--- src/rtl/fir_pkg.sv ---
// Shared types and helpers for the parametrised transposed-form FIR.
package fir_pkg;

    // Coefficient loader states.
    typedef enum logic [1:0] {
        LD_IDLE   = 2'd0,
        LD_LOAD   = 2'd1,
        LD_COMMIT = 2'd2
    } ld_state_e;

    // Result of the round/saturate stage: 64-bit value plus clip flag.
    typedef struct packed {
        logic               sat;
        logic signed [63:0] val;
    } sat_res_t;

    // Ceiling log2, used only to size parameters (clog2(1) = 0).
    function automatic int clog2(input int v);
        int r;
        r = 0;
        for (int i = 0; i < 31; i++) begin
            if ((1 << i) < v) r = i + 1;
        end
        return r;
    endfunction

    // Round half up after an arithmetic right shift, then clip to a signed
    // ow-bit range. The accumulator is passed sign-extended to 64 bits, so
    // adding the rounding constant can never overflow.
    function automatic sat_res_t sat_round(input logic signed [63:0] y,
                                           input int                 ow,
                                           input int                 shift);
        logic signed [63:0] r;
        logic signed [63:0] hi;
        logic signed [63:0] lo;
        sat_res_t           res;
        if (shift > 0) r = (y + (64'sd1 <<< (shift - 1))) >>> shift;
        else           r = y;
        hi = (64'sd1 <<< (ow - 1)) - 64'sd1;
        lo = -(64'sd1 <<< (ow - 1));
        res.sat = 1'b0;
        res.val = r;
        if (r > hi) begin
            res.sat = 1'b1;
            res.val = hi;
        end else if (r < lo) begin
            res.sat = 1'b1;
            res.val = lo;
        end
        return res;
    endfunction

endpackage

--- src/rtl/fir_coef_loader.sv ---
// Coefficient loader: collects NTAPS words into a shadow bank, then raises
// a one-cycle commit pulse so the filter swaps banks atomically.
module fir_coef_loader
    import fir_pkg::*;
#(
    parameter int NTAPS = 4,
    parameter int CW    = 16
) (
    input  logic                          clk,
    input  logic                          rst,
    input  logic                          coef_wr_en,
    input  logic signed [CW-1:0]          coef_wr_data,
    output logic                          coef_busy,
    output logic                          commit,
    output logic [NTAPS-1:0][CW-1:0]      shadow,
    output ld_state_e                     state_o
);

    localparam int CNTW = clog2(NTAPS);

    ld_state_e                 state_q, state_d;
    logic [CNTW-1:0]           cnt_q, cnt_d;
    logic [NTAPS-1:0][CW-1:0]  shadow_q, shadow_d;

    // Next-state, counter and shadow-bank write logic.
    always_comb begin
        state_d  = state_q;
        cnt_d    = cnt_q;
        shadow_d = shadow_q;
        case (state_q)
            LD_IDLE: begin
                if (coef_wr_en) begin
                    shadow_d[0] = coef_wr_data;
                    cnt_d       = CNTW'(1);
                    state_d     = LD_LOAD;
                end
            end
            LD_LOAD: begin
                if (coef_wr_en) begin
                    shadow_d[cnt_q] = coef_wr_data;
                    cnt_d           = cnt_q + CNTW'(1);
                    if (cnt_q == CNTW'(NTAPS - 1)) state_d = LD_COMMIT;
                end
            end
            LD_COMMIT: begin
                // Writes arriving here are dropped; the bank is being swapped.
                cnt_d   = '0;
                state_d = LD_IDLE;
            end
            default: begin
                cnt_d   = '0;
                state_d = LD_IDLE;
            end
        endcase
    end

    // State, counter and shadow registers; reset discards any partial load.
    always_ff @(posedge clk) begin
        if (rst) begin
            state_q  <= LD_IDLE;
            cnt_q    <= '0;
            shadow_q <= '0;
        end else begin
            state_q  <= state_d;
            cnt_q    <= cnt_d;
            shadow_q <= shadow_d;
        end
    end

    assign coef_busy = (state_q != LD_IDLE);
    assign commit    = (state_q == LD_COMMIT);
    assign shadow    = shadow_q;
    assign state_o   = state_q;

endmodule

--- src/rtl/tpf_fir_param.sv ---
// N-tap transposed-form FIR with valid-qualified advance, atomic coefficient
// reload and a rounded, saturated registered output.
module tpf_fir_param
    import fir_pkg::*;
#(
    parameter int NTAPS = 4,
    parameter int DW    = 16,
    parameter int CW    = 16,
    parameter int OW    = 19,
    parameter int SHIFT = 0
) (
    input  logic                 clk,
    input  logic                 rst,
    input  logic                 in_valid,
    input  logic signed [DW-1:0] in_data,
    input  logic                 coef_wr_en,
    input  logic signed [CW-1:0] coef_wr_data,
    output logic                 coef_busy,
    output logic                 out_valid,
    output logic signed [OW-1:0] out_data,
    output logic                 out_sat
);

    localparam int AW = DW + CW + clog2(NTAPS);
    // Passthrough bank: h0 = 1, all other taps 0.
    localparam logic [NTAPS*CW-1:0] ACT_RST = (NTAPS*CW)'(1);

    logic                         commit;
    logic [NTAPS-1:0][CW-1:0]     shadow;
    ld_state_e                    ld_state;

    // act_q holds the live bank; z_q[i] is partial sum z(i+1).
    logic [NTAPS-1:0][CW-1:0]     act_q, act_d;
    logic [NTAPS-2:0][AW-1:0]     z_q, z_d;
    logic                         out_valid_q, out_valid_d;
    logic signed [OW-1:0]         out_data_q, out_data_d;
    logic                         out_sat_q, out_sat_d;

    logic signed [AW-1:0]         p [NTAPS];
    logic signed [AW-1:0]         y;
    sat_res_t                     rs;
    logic                         unused_bits;

    fir_coef_loader #(
        .NTAPS (NTAPS),
        .CW    (CW)
    ) u_loader (
        .clk          (clk),
        .rst          (rst),
        .coef_wr_en   (coef_wr_en),
        .coef_wr_data (coef_wr_data),
        .coef_busy    (coef_busy),
        .commit       (commit),
        .shadow       (shadow),
        .state_o      (ld_state)
    );

    // Tap products, full-precision sum and round/saturate of the current sample.
    always_comb begin
        for (int k = 0; k < NTAPS; k++) begin
            p[k] = AW'($signed(act_q[k])) * AW'(in_data);
        end
        y  = p[0] + $signed(z_q[0]);
        rs = sat_round(64'(y), OW, SHIFT);
    end

    // Chain and output next-state: advance on in_valid, clear on commit.
    always_comb begin
        act_d       = act_q;
        z_d         = z_q;
        out_valid_d = in_valid;
        out_data_d  = out_data_q;
        out_sat_d   = out_sat_q;
        if (in_valid) begin
            for (int i = 0; i < NTAPS - 2; i++) begin
                z_d[i] = p[i+1] + $signed(z_q[i+1]);
            end
            z_d[NTAPS-2] = p[NTAPS-1];
            out_data_d   = rs.val[OW-1:0];
            out_sat_d    = rs.sat;
        end
        // The commit clear overrides the chain update of a same-cycle sample;
        // that sample's output is still produced from the old bank.
        if (commit) begin
            act_d = shadow;
            z_d   = '0;
        end
    end

    // Filter state and output registers.
    always_ff @(posedge clk) begin
        if (rst) begin
            act_q       <= ACT_RST;
            z_q         <= '0;
            out_valid_q <= 1'b0;
            out_data_q  <= '0;
            out_sat_q   <= 1'b0;
        end else begin
            act_q       <= act_d;
            z_q         <= z_d;
            out_valid_q <= out_valid_d;
            out_data_q  <= out_data_d;
            out_sat_q   <= out_sat_d;
        end
    end

    assign out_valid = out_valid_q;
    assign out_data  = out_data_q;
    assign out_sat   = out_sat_q;

    // Loader state is exported for observation only; upper result bits are
    // already reflected in the saturation decision.
    assign unused_bits = ^{ld_state, rs.val[63:OW]};

endmodule

--- config.mk ---
export PLATFORM = sky130hd
export DESIGN_NAME = tpf_fir_param
export DESIGN_NICKNAME = d
export VERILOG_FILES = /design/src/rtl/fir_pkg.sv /design/src/rtl/fir_coef_loader.sv /design/src/rtl/tpf_fir_param.sv
export SDC_FILE = /design/constraint.sdc
export NUM_CORES = 2
export LEC_CHECK = 0
export CAP_MARGIN = 10
export CORE_MARGIN = 2
export CORE_UTILIZATION = 45
export DETAILED_ROUTE_END_ITERATION = 7
export HOLD_SLACK_MARGIN = 0.15
export PLACE_DENSITY = 0.71
export RECOVER_POWER = 25
export SYNTH_ARGS = -nofsm -noshare
export SYNTH_HDL_FRONTEND = slang
export SYNTH_HIERARCHICAL = 1
export SYNTH_SLANG_ARGS = --single-unit
--- constraint.sdc ---
create_clock -name clk -period 8.22 [get_ports clk]
set_input_delay 1.233 -clock clk [delete_from_list [all_inputs] [get_ports clk]]
set_output_delay 1.233 -clock clk [all_outputs]
set_load 0.1 [all_outputs]
# Word-level counts from Yosys, hierarchy flattened

Index checks and enable logic that the tools add are counted.

Logic and storage cells: 57
Input port bits: 36
Register bits: 255

Reduce and logical (&&, ||, !) cells: 9
Add/subtract/negate cells: 4
Multiply operators: 4
Equality and inequality tests: 6
Muxes and demuxes: 14
$lt $le $gt $ge: 4

Operators with widths:

| cell                                                               | count |
|---|---|
| two-way mux 65 bit                                                 | 2 |
| multiplier 16 x 16 -> 32 bit                                       | 4 |
| adder 32 x 34 -> 34 bit                                            | 3 |
| bitwise mux 64 bit                                                 | 1 |
| two-way mux 16 bit                                                 | 3 |
| > comparator 34 x 19 -> 1 bit (second input constant)              | 1 |
| less-than comparator 34 x 19 -> 1 bit (second input constant)      | 1 |
| demux 16 bit (select 2 bit)                                        | 1 |
| one-hot mux 16 bit (2 select lines)                                | 1 |
| two-way mux 2 bit                                                  | 4 |
| one-hot mux 2 bit (2 select lines)                                 | 2 |
| AND reduction 3 bit                                                | 2 |
| equality test 2 bit (second input constant)                        | 2 |
| inequality test 2 bit (second input constant)                      | 2 |
| AND reduction 2 bit                                                | 2 |
| nonzero test 2 bit                                                 | 2 |
| less-than comparator 2 x 3 -> 1 bit (second input constant)        | 1 |
| adder 2 x 1 -> 2 bit (second input constant)                       | 1 |
| equality test 2 x 1 -> 1 bit (second input constant)               | 1 |
| greater-or-equal comparator 2 x 1 -> 1 bit (second input constant) | 1 |
| logical NOT 2 bit                                                  | 1 |
| inequality test 2 x 1 -> 1 bit (second input constant)             | 1 |
| OR reduction 2 bit                                                 | 1 |
| logical AND 1 bit                                                  | 1 |

# Longest topological paths before layout

Depth after elaboration: 7
Mapped depth: 28
Depth with buffers taken out: 24

# Cells and area by module

The synthesis kept the hierarchy.

By module, submodules not included:

| module          | times used | seq. area each (sq um) | area each (sq um) | cells an instance |
|---|---|---|---|---|
| tpf_fir_param   | 1          | 3703.6                 | 49856.6           | 5330 |
| fir_coef_loader | 1          | 1361.3                 | 2717.6            | 307 |

# Least setup slack after synthesis

OpenSTA, ideal clock, no wires.

Path type: input to register
From: in in_data[1]
To: reg out_data_q[13], in the netlist out_data[13]
Setup slack: 0.371 ns
Cell stages on the path: 26
Required time: 8.083 ns
Data arrival time: 7.713 ns
Setup time: 0.137 ns
Path through: clkbuf_1 > clkbuf_1 > nand2_1 > inv_1 > fa_1 > inv_1 > fa_1 > inv_1 > fa_1 > fa_1 > fa_1 > inv_1 > fa_1 > inv_1 > ha_1 > nand2_1 > o221ai_1 > o221ai_1 > nor2_1 > a221oi_2 > xnor2_1 > nor4_1 > nand4b_1 > o41ai_4 > buf_6 > o32ai_1

Word-level cells in the longest chain between the ends: 5

Ends and longest elaborated chain:

| element                               | RTL line             | source |
|---|---|---|
| start, declared                       | tpf_fir_param.sv:15  | `input logic signed [DW-1:0] in_data,` |
| multiplier 16 x 16 -> 32 bit (*)      | tpf_fir_param.sv:61  | `p[k] = AW'($signed(act_q[k])) * AW'(in_data);` |
| adder 32 x 34 -> 34 bit (*)           | tpf_fir_param.sv:63  | `y = p[0] + $signed(z_q[0]);` |
| less-than comparator 34 x 19 -> 1 bit | fir_pkg.sv:46        | `end else if (r < lo) begin` |
| two-way mux 65 bit                    | fir_pkg.sv:46        |  |
| two-way mux 65 bit (*)                | fir_pkg.sv:43        | `if (r > hi) begin` |
| end signal, assigned                  | tpf_fir_param.sv:102 | `out_data_q <= out_data_d;` |
| end, declared                         | tpf_fir_param.sv:36  | `logic signed [OW-1:0] out_data_q, out_data_d;` |

Every way passes the cells marked *; elsewhere a longest branch is shown, timed or not.
A chain may end at the register's enable or synchronous reset.

# Worst setup path after layout

From: in in_data[3]
To: reg z_q[67] in the netlist's numbering

Word-level cells in the longest chain between the ends: 2

Ends and longest elaborated chain:

| element                      | RTL line             | source |
|---|---|---|
| multiplier 16 x 16 -> 32 bit | tpf_fir_param.sv:61  |  |
| adder 32 x 34 -> 34 bit      | tpf_fir_param.sv:76  | `z_d[i] = p[i+1] + $signed(z_q[i+1]);` |
| end signal, assigned         | tpf_fir_param.sv:100 | `z_q <= z_d;` |
| end, declared                | tpf_fir_param.sv:34  | `logic [NTAPS-2:0][AW-1:0] z_q, z_d;` |

No other way between the ends.

==> out/metrics.yaml <==
status:
  status: "complete, but fails checks"
  violations: "capacitance limit, slew limit"
critical_path:
  worst-endpoint-arrival_ns: 8.16
  start_kind: "input pin"
  crit_fanout: 33
  worstPathRequired_ns: 8.78
  worstRegToRegCells: 25
  end_kind: "flip-flop"
  setup.worst_path.class: "input pin to flip-flop"
placement:
  post-dp-hpwl_um: 101000
  place_congestion: 0.916
  dp_cells: 7064
  port_buffers: 57
worst_hold_path:
  holdPathStages: 2
  hold_path_class: "flip-flop to flip-flop"
global_route:
  grt_pass1_vias: 39500
  antenna_found_initial: 4
  grt_pass1_wl_um: 210000
  overflow: 0
  track_usage: 0.218
  grt_max_degree: 83
timing:
  setup_viol: 0
  min_period_over_period: 0.925
  finalMaxSlewViolations: 225
  max_freq_mhz: 132
  skew_ns: 0.0127
  period_needed_ns: 7.60
  max-slew-margin-rel: -1.31
  grt_setup_unrepaired: "false"
  worst_slew_pin_slew_ns: 3.46
  setup_tns_ns: 0
  hold_viol: 0
  whs_ns: 0.455
floorplanning:
  core_sq_um: 116000
  die_h_um: 346
  chipWidth_um: 346
  initial_core_util: 0.453
  ios: 58
  rows: 125
  fp.dieArea_sq_um: 120000
power:
  power_per_cell_area_nw_per_um2: 75.8
  ir_worst_vdd_mv: 0.216
  p_leak_nw: 26.6
synth:
  synth_simple_gate_area_frac: 0.151
  synth_cell_types: 87
  synth_area_sq_um: 52600
  seq_area_frac_synth: 0.0963
  synthXorXnorAreaFrac: 0.0228
  synth_seq_cells: 253
  synthFlopType: "dfxtp_1"
  synth_nets: 7242
  synth_fa_ha_area_frac: 0.541
  avgSynthCellArea_sq_um: 9.33
  yosys_warnings: 6
  synth.area.mux_share: 0.0263
  synth_top_family_by_area: "adder cells"
  synth_edf_count: 0
  netlist_instances: 5637
  synth_compound_area_frac: 0.0526
  async_reset_ff_frac: 0
clock_tree:
  h-tree-depth: 1
  cts_setup_buffers: 0
  cts_hold_buf: 0
  clk_pin_slew_ns: 0.06
  clock_path_buffers: 3
  insertion_delay_ns: 0.64
  clock_tree.root_cell: "clkbuf_16"
  cts_sinks: 253
  ctsResizeCount: 0
  cts_made_buffers: 31
  cts_tree: "yes"
drt:
  antenna_left: 0
  first_pass_iters: 7
  post_drt_wl_per_cell_um: 17.8
  vias_per_cell: 5.26
  drc: 0
  wirelength_um: 127000
  num_vias: 37400
  drt_iter0_drc: 2469
run:
  max-cap-violations: 4
finish:
  fin_cells: 7120
  final_nets: 7178
  fillerInstances: 10900
  n_antenna_cell: 0
  mostFrequentLayoutCell: "inv_1"
  area_growth_pct: 6.15
  final_cell_mix: "inv_1, fa_1, nand2_1, and2_1, ha_1"
  drive_above_1_share: 0.0368
[worst max-delay path: stages]
cell      delay (ns)
buf_2           0.28
buf_4           0.46
nand2_1         0.13
fa_1            0.50
inv_1           0.05
fa_1            0.52
inv_1           0.05
fa_1            0.51
inv_1           0.06
fa_1            0.52
inv_1           0.06
fa_1            0.47
inv_1           0.05
fa_1            0.43
ha_1            0.39
nand3_1         0.12
nor2_1          0.15
o211ai_1        0.18
a311oi_1        0.54
a41o_1          0.47
a21boi_0        0.17
buf_4           0.18
o21ai_0         0.31
nand4_1         0.14
o211ai_1        0.14
[power by group]
group / total, W / leakage (nW) / internal, W / switching, W
Combinational: 0.00144 / 24.0 / 0.000506 / 0.000932
Sequential: 0.00135 / 2.06 / 0.00129 / 0.0000575
Clock: 0.00144 / 0.518 / 0.000806 / 0.000638
[cell type report]
cell class                      count  area [sq um]  share of cell area
Clock buffer                       42           897              0.0161
Clock inverter                     14           156             0.00280
Inverter                         1222          4590              0.0822
Multi-Input combinational cell   3904         41800               0.749
Sequential cell                   253          5060              0.0908
Tap cell                         1524          1910              0.0342
Timing Repair Buffer              161          1420              0.0255
[per-stage QoR]
stage | util | total power, W | area (sq um) | setup WS [ns]
after global routing | 0.481 | 0.00445 | 55800 | 0.267
after CTS | 0.481 | 0.00426 | 55800 | 0.724
after detailed placement | 0.472 | 0.00280 | 54800 | 0.0624
after global placement | 0.472 | 0.00278 | 54800 | 0.129
final | 0.481 | 0.00423 | 55800 | 0.617
after floorplan | - | 0.00242 | 52600 | 0.371
[path summary, 6_finish.rpt]
kind | startpoint | end | slack [ns]
min | u_loader/shadow[58]$_SDFFE_PP0P_ | u_loader/shadow[58]$_SDFFE_PP0P_ | 0.46
min reg2reg | u_loader/shadow[58]$_SDFFE_PP0P_ | u_loader/shadow[58]$_SDFFE_PP0P_ | 0.46
max | in_data[3] | z_q[67]$_SDFFE_PP0P_ | 0.62
max reg2reg | act_q[15]$_SDFFE_PP0P_ | out_data[3]$_SDFFE_PP0P_ | 0.82
[layer usage]
layer	GRT usage	wire length, um	part of all wire	up-vias
met1	0.303	53500	0.42	19300
met3	0.0308	8720	0.069	209
met5	0	42	0.00033	-
li1	-	-	-	16700
met4	0.0616	4150	0.033	6
met2	0.355	60400	0.48	1188
[cell usage after synthesis (all sizes together) (40+ instances only)]
cell type     n  share of area
a21o         52         0.0074
a21oi       153          0.015
and2        450          0.054
clkbuf      228          0.017
dfxtp       253          0.096
fa         1177           0.45
ha          392          0.093
inv        1221          0.087
mux2i       138          0.026
nand2       685          0.049
nand2b       83          0.010
nand3        46         0.0044
nor2        247          0.018
nor3         40         0.0039
o21ai        53         0.0050
xnor2       108          0.018
[sequential cells by signal (all words and copies together) (netlist names)]
signal,cells
act_q,64
out_data,19
out_sat,1
out_valid,1
u_loader/cnt_q,2
u_loader/shadow,64
u_loader/state_o,2
z_q,100
[cell families (layout without fill, tap and decap cells)]
| kind of cell | after synthesis | count (layout) |
|---|---|---|
| AOI/OAI and AO/OA | 418 | 418 |
| adders and majority gates | 1569 | 1569 |
| DFF | 253 | 253 |
| muxes | 138 | 138 |
| buffers and inverters | 1480 | 1439 |
| xor gates and xnor gates | 137 | 137 |
| and+or+nand+nor | 1642 | 1642 |
No activity file was read; power rests on OpenSTA's default activity.
